==> src/rtl/instr_fetch_unit.sv <==
// instr_fetch_unit
//   Consumer side of the program-counter interface. It takes pc_current and
//   fetches one instruction word over a req/gnt/rvalid memory port. The word
//   is held for decode until instr_ready. Misalignment and timeout faults are
//   reported to control.
//
// Parameters
//   DATA_WIDTH      address / instruction width (default 32)
//   TIMEOUT_CYCLES  WAIT cycles without rvalid before a timeout fault (default 255)
//
// Optional feature (compile-time macro)
//   FETCH_MISALIGN_TRAP_EN
//     When defined, fetch_start with pc_addr_ok=0 issues no request.
//     Instead it raises fetch_fault with fault_cause=01.
//     When undefined, pc_addr_ok is ignored and the address is word-aligned.
//
// Ports
//   clk, rst_n            clock (rising edge), async active-low reset
//   fetch_start           request a fetch of pc_current (sampled only when idle)
//   pc_current            address to fetch
//   pc_addr_ok            1 = pc_current is aligned
//   flush                 abort the current fetch; any pending response is discarded
//   mem_req/mem_addr      memory request, held until mem_gnt; addr[1:0] always 0
//   mem_gnt               memory accepted the request
//   mem_rvalid/mem_rdata  read response (one per grant)
//   instr_valid/instr/instr_pc  fetched word for decode, held until instr_ready
//   instr_ready           decode accepts the word
//   busy                  fetch unit is not idle
//   fetch_fault           one-cycle fault pulse
//   fault_cause           01 misaligned, 10 timeout; sticky until the next fault
module instr_fetch_unit #(
    parameter int DATA_WIDTH     = 32,
    parameter int TIMEOUT_CYCLES = 255
) (
    input  logic                  clk,
    input  logic                  rst_n,
    input  logic                  fetch_start,
    input  logic [DATA_WIDTH-1:0] pc_current,
    input  logic                  pc_addr_ok,
    input  logic                  flush,
    output logic                  mem_req,
    output logic [DATA_WIDTH-1:0] mem_addr,
    input  logic                  mem_gnt,
    input  logic                  mem_rvalid,
    input  logic [DATA_WIDTH-1:0] mem_rdata,
    output logic                  instr_valid,
    output logic [DATA_WIDTH-1:0] instr,
    output logic [DATA_WIDTH-1:0] instr_pc,
    input  logic                  instr_ready,
    output logic                  busy,
    output logic                  fetch_fault,
    output logic [1:0]            fault_cause
);

    localparam int CW = $clog2(TIMEOUT_CYCLES + 1);
    localparam logic [CW-1:0] TO_LIMIT = CW'(TIMEOUT_CYCLES);

    localparam logic [2:0] S_IDLE  = 3'd0;
    localparam logic [2:0] S_REQ   = 3'd1;
    localparam logic [2:0] S_WAIT  = 3'd2;
    localparam logic [2:0] S_HOLD  = 3'd3;
    localparam logic [2:0] S_DRAIN = 3'd4;

    logic [2:0]            state;
    logic [CW-1:0]         wait_cnt;
    logic [CW-1:0]         cnt_inc;
    logic [DATA_WIDTH-1:0] addr_q;
    logic                  trap_misalign;

`ifdef FETCH_MISALIGN_TRAP_EN
    assign trap_misalign = ~pc_addr_ok;
`else
    logic unused_addr_ok;
    assign unused_addr_ok = pc_addr_ok;
    assign trap_misalign  = 1'b0;
`endif

    assign cnt_inc = wait_cnt + 1'b1;

    // The handshake outputs are decoded straight from registered state.
    assign mem_req     = (state == S_REQ);
    assign instr_valid = (state == S_HOLD);
    assign busy        = (state != S_IDLE);
    assign mem_addr    = addr_q;
    assign instr_pc    = addr_q;

    always_ff @(posedge clk or negedge rst_n) begin
        if (!rst_n) begin
            state       <= S_IDLE;
            wait_cnt    <= '0;
            addr_q      <= '0;
            instr       <= '0;
            fetch_fault <= 1'b0;
            fault_cause <= 2'b00;
        end else begin
            fetch_fault <= 1'b0;
            case (state)
                S_IDLE: begin
                    if (fetch_start) begin
                        if (trap_misalign) begin
                            fetch_fault <= 1'b1;
                            fault_cause <= 2'b01;
                        end else begin
                            addr_q <= pc_current & ~DATA_WIDTH'(3);
                            state  <= S_REQ;
                        end
                    end
                end
                S_REQ: begin
                    // A grant in the flush cycle still owes us a response, so drain it.
                    if (mem_gnt) begin
                        wait_cnt <= '0;
                        state    <= flush ? S_DRAIN : S_WAIT;
                    end else if (flush) begin
                        state <= S_IDLE;
                    end
                end
                S_WAIT: begin
                    if (mem_rvalid) begin
                        if (!flush) begin
                            instr <= mem_rdata;
                            state <= S_HOLD;
                        end else begin
                            state <= S_IDLE;
                        end
                    end else if (flush) begin
                        state <= S_DRAIN;
                    end else begin
                        wait_cnt <= cnt_inc;
                        if (cnt_inc == TO_LIMIT) begin
                            fetch_fault <= 1'b1;
                            fault_cause <= 2'b10;
                            state       <= S_DRAIN;
                        end
                    end
                end
                S_HOLD: begin
                    if (instr_ready || flush) state <= S_IDLE;
                end
                S_DRAIN: begin
                    // The response is still owed by memory; swallow it before going idle.
                    if (mem_rvalid) state <= S_IDLE;
                end
                default: state <= S_IDLE;
            endcase
        end
    end

endmodule

==> config.mk <==
export PLATFORM = sky130hd
export DESIGN_NAME = instr_fetch_unit
export DESIGN_NICKNAME = d
export VERILOG_FILES = /design/src/rtl/instr_fetch_unit.sv
export SDC_FILE = /design/constraint.sdc
export NUM_CORES = 1
export LEC_CHECK = 0
export CORE_MARGIN = 5
export CORE_UTILIZATION = 56
export DETAILED_ROUTE_END_ITERATION = 8
export DONT_BUFFER_PORTS = 1
export HOLD_SLACK_MARGIN = 0.15
export PLACE_DENSITY_LB_ADDON = 0.08
export SLEW_MARGIN = 40
export SYNTH_ARGS = -nofsm -noshare
export SYNTH_HDL_FRONTEND = slang
export SYNTH_SLANG_ARGS = --single-unit
==> constraint.sdc <==
create_clock -name clk -period 1.9 [get_ports clk]
set_input_delay 0.57 -clock clk [delete_from_list [all_inputs] [get_ports clk]]
set_output_delay 0.57 -clock clk [all_outputs]
set_load 0.05 [all_outputs]
==> results of run 1 <==
-- repair_timing --
action	CTS	global route
gates resized for setup	3	2
hold endpoints to repair	75	75
endpoints found under the setup margin	1	3
setup buffers	4	2
pin swaps	0	3
-- flip-flops by register name, indices dropped and copies added (netlist names) --
signal,cells
fault_cause,1
fetch_fault,1
instr,32
instr_pc,30
state,3
wait_cnt,8
-- cells by family after synthesis --
group	after synthesis	synth area share, %
and+or+nand+nor	34	5.94
xor gates and xnor gates	3	0.795
AOI/OAI and AO/OA	20	4.01
muxes	64	21.7
DFF	75	56.8
other	1	0.113
adders and majority gates	2	0.757
buffers and inverters	50	9.91
-- how the worst max path moves through the flow --
stage / startpoint / endpoint / slack, ns
6_report: wait_cnt[0]$_DFFE_PN0P_ / state[1]$_DFFE_PN0P_ / 0.01
5_1_grt: wait_cnt[1]$_DFFE_PN0P_ / state[1]$_DFFE_PN0P_ / -0.07
4_1_cts: instr_pc[20]$_DFFE_PN0P_ / mem_addr[20] / 0.001
3_5_place_dp: wait_cnt[1]$_DFFE_PN0P_ / state[1]$_DFFE_PN0P_ / 0.01
3_3_place_gp: wait_cnt[1]$_DFFE_PN0P_ / state[1]$_DFFE_PN0P_ / 0.07
2_1_floorplan: wait_cnt[1]$_DFFE_PN0P_ / state[1]$_DFFE_PN0P_ / 0.03
-- worst max-delay path: stages, from the launching register on --
cell      delay (ns)
dfrtp_1         0.40
ha_4            0.17
nand3_2         0.09
or3_4           0.34
a2111o_1        0.45
a221o_1         0.33
-- layout make-up --
class / count / area (sq um)
clock inverter: 5 / 37.5
inverter: 4 / 15.0
sequential: 75 / 1890
fill: 474 / 2160
multi-input combinational: 128 / 1150
timing repair buffer: 41 / 324
tap: 75 / 93.8
clock buffer: 11 / 141
-- metrics by stage --
step / setup TNS [ns] / util [%] / hold WS, ns
after floorplan: 0 / - / 0.274
after global placement: 0 / 58.5 / 0.276
after detailed placement: 0 / 58.5 / 0.276
after CTS: 0 / 62.2 / -0.0957
after global routing: -0.0944 / 62.8 / -0.106
final: 0 / 62.8 / -0.0749
-- synthesized netlist by cell type (4+ instances only) --
cell | count | area [sq um]
nor2_1 | 5 | 18.8
inv_1 | 4 | 15.0
clkbuf_1 | 4 | 15.0
buf_2 | 7 | 35.0
o21ai_0 | 6 | 30.0
dfrtp_1 | 75 | 1880
nand2_1 | 7 | 26.3
buf_4 | 35 | 263
mux2_2 | 59 | 664
a21oi_1 | 4 | 20.0
-- metal layers --
metal	share of wire, %	vias to the layer above
met1	37	898
met3	9.9	13
met4	1.7	0
met5	0	-
li1	-	837
met2	51	101
-- cell usage in the layout, fill, tap and decap left out, drive strengths merged --
cell      Yosys  routed
a21oi         4       4
o211ai        1       1
clkinv        0       2
a221o         1       1
nor3          2       2
a21o          3       3
mux2i         2       2
a2111o        1       1
or4b          1       1
inv           4       5
o21bai        2       2
or3           3       3
nand3         4       4
nand3b        1       1
clkbuf        4      11
nor3b         2       2
buf          42      41
nor2b         1       1
clkinvlp      0       2
conb          1       5
ha            2       2
nand2         8       8
nand4b        1       1
o31ai         2       2
xor2          2       2
dfrtp        75      75
nand4         2       2
and3b         1       1
and4          1       1
nor2          5       5
nand2b        2       2
xnor2         1       1
mux2         62      62
o21ai         6       6
==> summary.txt, run 1 <==
LAYOUT
-----------------------------------------------------------------------------------------------
Area growth from synthesis to final layout                                                10.4%
Post-layout instance area                                                          0.00365 sq mm
Fraction of layout cells with a size suffix above 1                                       51.9%
Count of inserted antenna diode cells                                                         0
Final #Nets                                                                                 333
Final Non-Filler Cells                                                                      339

CLOCK NETWORK
-----------------------------------------------------------------------------------------------
Root buf cell                                                                          clkbuf_8
# H-tree levels                                                                               3
Clock input transition at the sequential cells of the worst setup and hold paths        0.07 ns
Later-pin clock latency in the skew report                                              0.33 ns
CTS tree                                                                                    yes
Clock sink total                                                                             75
Maximum root-to-sink buffer count                                                             2
Number of buffers inserted during clock tree synthesis                                        9

DRT
-----------------------------------------------------------------------------------------------
DRC violations left                                                                           0
Number of antenna-violating nets in the routed design                                         0
Wire per inst                                                                           19.2 um
Routed via count                                                                           1849
DRT iter0 DRCs                                                                               76
Vias per cell                                                                              5.45
Total wire length                                                                       6520 um
Drt first pass iters                                                                          4

STA
-----------------------------------------------------------------------------------------------
Setup repair after global routing missed its margin                                         yes
Actual slew at the worst max-slew pin                                                  0.505 ns
Final critical path time including I/O delays and setup                                 1.89 ns
Final hold slack                                                                     -0.0749 ns
Max-slew violation count                                                                      0
Rel. slew slack                                                                           66.3%
Fmax                                                                                    529 MHz
Setup slack after layout                                                              0.0110 ns
Largest clock skew in the final design                                               0.00400 ns
Final setup violation count                                                                   0
Post-route fraction of the period consumed by the critical path                           99.4%
Fin. Hold Viols                                                                              75

WORST SETUP PATH
-----------------------------------------------------------------------------------------------
Startpoint Class                                                                       register
Terminus of the critical flop-to-flop path                                         state[1]$_DFFE_PN0P_
Source of the worst register-to-register timing path                               wait_cnt[0]$_DFFE_PN0P_
Depth of the worst register-to-register path                                                  5
Setup Crit Path Kind                                                               register to register
Setup slack on the worst flop-to-flop path                                              0.01 ns
Worst EP arrival                                                                        2.11 ns
Endpoint required time on the critical path                                             2.12 ns
Max Fanout on Critical Path                                                                   4
Sort of element at the end of the critical path                                        register

JOB
-----------------------------------------------------------------------------------------------
Count of maximum capacitance violations                                                       0

FLOORPLAN
-----------------------------------------------------------------------------------------------
Initial cell density of the core                                                          56.9%
Core region area                                                                   0.00582 sq mm
Height of the die                                                                       86.8 um
Number of top-level pins                                                                    174
Number of cell rows                                                                          28
Area of the die                                                                    0.00754 sq mm
Die boundary width                                                                      86.8 um

PLACED DESIGN
-----------------------------------------------------------------------------------------------
IO Port Bufs                                                                                  0
Routability-driven placement congestion ratio                                             0.715
Placed insts                                                                                317
Post-Place Setup Slack                                                                0.0146 ns
Placed Area                                                                        0.00340 sq mm
Placed wire-length estimate after detailed placement                                    4930 um

LOGIC SYNTHESIS
-----------------------------------------------------------------------------------------------
Prevailing post-synth register cell                                                     dfrtp_1
Synth unique cells                                                                           37
Number of flops mapped to enable cells by yosys                                               0
Synthesized cell area                                                              0.00331 sq mm
Flops & latches, synth                                                                       75
Share of flip-flops with an asynchronous set or reset after synthesis                      100%
Gate count of the mapped netlist                                                            249
Yosys warning total                                                                           0
Portion of the post-synthesis area used by sequential elements                            56.8%
Avg Inst Size Synth                                                                  13.3 sq um

HOLD PATH
-----------------------------------------------------------------------------------------------
Type of the most critical hold path                                                input port to asynchronous set/reset pin

GLOBAL ROUTING
-----------------------------------------------------------------------------------------------
Vias in the first global route                                                             2023
Global Route met3 Usage                                                                   5.70%
Sum of overflow across all layers after global routing                                        0
GRT busiest layer                                                                          met2
All-Layer GR Usage                                                                        17.9%
Met1 track utilization from global routing                                                21.7%
Initial antenna violation count                                                               0
Wire length of the first global-routing pass                                           10300 um
Maximum number of pins on one net before global-route repair                                 76
GR Layer Usage met2                                                                       29.4%

STATUS
-----------------------------------------------------------------------------------------------
Violated checks                                                                    negative hold slack
Outcome                                                                            finished with violations

Power of run 1 is left out: the tool's default activity adds up to more than one toggle a clock period on the data nets, which glitch-free logic cannot reach.
==> run 2: changes to the inputs <==
--- a/config.mk
+++ b/config.mk
@@ -6,7 +6,7 @@
 export NUM_CORES = 1
 export LEC_CHECK = 0
 export CORE_MARGIN = 5
-export CORE_UTILIZATION = 56
+export CORE_UTILIZATION = 41
 export DETAILED_ROUTE_END_ITERATION = 8
 export DONT_BUFFER_PORTS = 1
 export HOLD_SLACK_MARGIN = 0.15
==> summary.txt, run 2 (same netlist as run 1, synthesis figures left out) <==
LAYOUT
-----------------------------------------------------------------------------------------------
Commonest cells after routing, fill and taps aside                                 65 x dfrtp_1, 59 x mux2_2, 36 x buf_4
Count of inserted antenna diode cells                                                         0   unchanged
Area growth from synthesis to final layout                                                12.3%
Flip-flop count of the largest register, all copies and words added                          32   unchanged
Fraction of layout cells with a size suffix above 1                                       50.0%   -1.9 points
Final #Nets                                                                                 332   -0.30%
Register with the most flip-flops                                                         instr
Leading cell type in the layout, fill and taps excluded                                 dfrtp_1

FLOORPLAN
-----------------------------------------------------------------------------------------------
Height of the die                                                                       99.8 um   +15%
Initial cell density of the core                                                          42.4%   -15 points
Number of top-level pins                                                                    174   unchanged
Die boundary width                                                                      99.8 um   +15%
Number of cell rows                                                                          32   +14%
Core region area                                                                   0.00781 sq mm   +34%
Area of the die                                                                    0.00996 sq mm   +32%

WORST SETUP PATH
-----------------------------------------------------------------------------------------------
Sort of element at the end of the critical path                                        register
Cells traversed along the worst timing path                                        ha_4 > nand3_4 > or3_1 > a2111o_1 > a221o_1
Endpoint required time on the critical path                                             2.11 ns   about the same
Setup Crit Path Kind                                                               register to register
Worst EP arrival                                                                        2.07 ns   -0.04 ns
Startpoint Class                                                                       register
Count of buffer and inverter cells on the critical path                                       0   unchanged
Cell family with most CP delay                                                     compound AO/OA/AOI/OAI gates
Max Fanout on Critical Path                                                                   2   -2
Critical path's largest stage delay                                                     0.40 ns   -0.05 ns
Crit path max-delay cell type                                                           dfrtp_1

CLOCK NETWORK
-----------------------------------------------------------------------------------------------
Number of buffers inserted during clock tree synthesis                                        9   unchanged
Later-pin clock latency in the skew report                                              0.33 ns   about the same
CTS tree                                                                                    yes
Clock sink total                                                                             75   unchanged
Root buf cell                                                                          clkbuf_8
# H-tree levels                                                                               3   unchanged
Maximum root-to-sink buffer count                                                             2   unchanged
Clock input transition at the sequential cells of the worst setup and hold paths        0.07 ns   about the same

HOLD PATH
-----------------------------------------------------------------------------------------------
Type of the most critical hold path                                                input port to asynchronous set/reset pin

STA
-----------------------------------------------------------------------------------------------
Post-route fraction of the period consumed by the critical path                           97.7%   -1.7 points
Largest clock skew in the final design                                                0.0120 ns   +0.00798 ns
Fmax                                                                                    539 MHz   +1.7%
Fin. Hold Viols                                                                              75   unchanged
Setup repair after global routing missed its margin                                         yes
Summed negative setup slack over all endpoints                                             0 ns   unchanged
Final hold slack                                                                     -0.0722 ns   +0.00270 ns
Actual slew at the worst max-slew pin                                                  0.512 ns   +0.00602 ns
Max-slew violation count                                                                      0   unchanged
Final critical path time including I/O delays and setup                                 1.86 ns   -0.0324 ns
Rel. slew slack                                                                           65.9%   -0.40 points
Final setup violation count                                                                   0   unchanged

PLACED DESIGN
-----------------------------------------------------------------------------------------------
Placed wire-length estimate after detailed placement                                    5050 um   +2.5%
Routability-driven placement congestion ratio                                             0.772   +8.0%
IO Port Bufs                                                                                  0   unchanged

DRT
-----------------------------------------------------------------------------------------------
Wire per inst                                                                           18.7 um   -2.8%
Vias per cell                                                                              5.15   -5.7%
DRT iter0 DRCs                                                                               41   -46%
DRC violations left                                                                           0   unchanged
Number of antenna-violating nets in the routed design                                         0   unchanged
Total wire length                                                                       6810 um   +4.4%
Routed via count                                                                           1873   +1.3%
Drt first pass iters                                                                          4   unchanged

GLOBAL ROUTING
-----------------------------------------------------------------------------------------------
Wire length of the first global-routing pass                                           10500 um   +1.6%
Vias in the first global route                                                             2052   +1.4%
Initial antenna violation count                                                               0   unchanged
Sum of overflow across all layers after global routing                                        0   unchanged
All-Layer GR Usage                                                                        13.6%   -4.4 points
Maximum number of pins on one net before global-route repair                                 76   unchanged

JOB
-----------------------------------------------------------------------------------------------
Count of maximum capacitance violations                                                       0   unchanged

STATUS
-----------------------------------------------------------------------------------------------
Outcome                                                                            finished with violations
Violated checks                                                                    negative hold slack

[run 2: through the flow]
| step | instance area, sq um | setup WS (ns) | util [%] | std cells |
|---|---|---|---|---|
| floorplan | 3340 | 0.0326 | - | 253 |
| global placement | 3440 | 0.0533 | 44.0 | 344 |
| detailed placement | 3440 | 0.0113 | 44.0 | 344 |
| CTS | 3700 | 0.0131 | 47.3 | 364 |
| global route | 3710 | -0.00276 | 47.6 | 364 |
| finish | 3710 | 0.0433 | 47.6 | 364 |
[run 2: area by class of cell]
class	count	area [sq um]
flip-flops and latches	75	1890
repair buffers	40	324
clock buffers	10	128
fillers	693	4090
inverters	4	15.0
multi-input cells	128	1150
clock inverters	5	80.1
well taps	102	128
[run 2: final timing paths]
kind                                           from                       end  slack (ns)  cells past startpoint
max                         wait_cnt[1]$_DFFE_PN0P_      state[1]$_DFFE_PN0P_        0.04                      5
min reg2reg                instr_pc[28]$_DFFE_PN0P_  instr_pc[28]$_DFFE_PN0P_        0.51                      1
min                                           rst_n   wait_cnt[6]$_DFFE_PN0P_       -0.07                      0
max reg2reg                 wait_cnt[1]$_DFFE_PN0P_      state[1]$_DFFE_PN0P_        0.04                      5
min in group clk                      pc_current[2]   instr_pc[2]$_DFFE_PN0P_        0.37                      1
max in group asynchronous                     rst_n      state[0]$_DFFE_PN0P_        1.80                      0
[run 2: routing by layer]
metal | GRT usage (%) | share of wire, % | routed length [um]
met5 | 0 | 0 | 0
met4 | 5.88 | 1.1 | 77
met3 | 5.14 | 9.9 | 675
met2 | 23.7 | 53 | 3590
met1 | 14.7 | 36 | 2470
[run 2: repair_timing]
action                                  in CTS  in global routing
pin swaps                                    4                  1
setup buffers                                5                  0
gates cloned                                 0                  0
resized for setup                            3                  2
endpoints found under the setup margin       2                  4
endpoints found under the hold margin       75                 75
Power of run 2 is left out for the same reason.
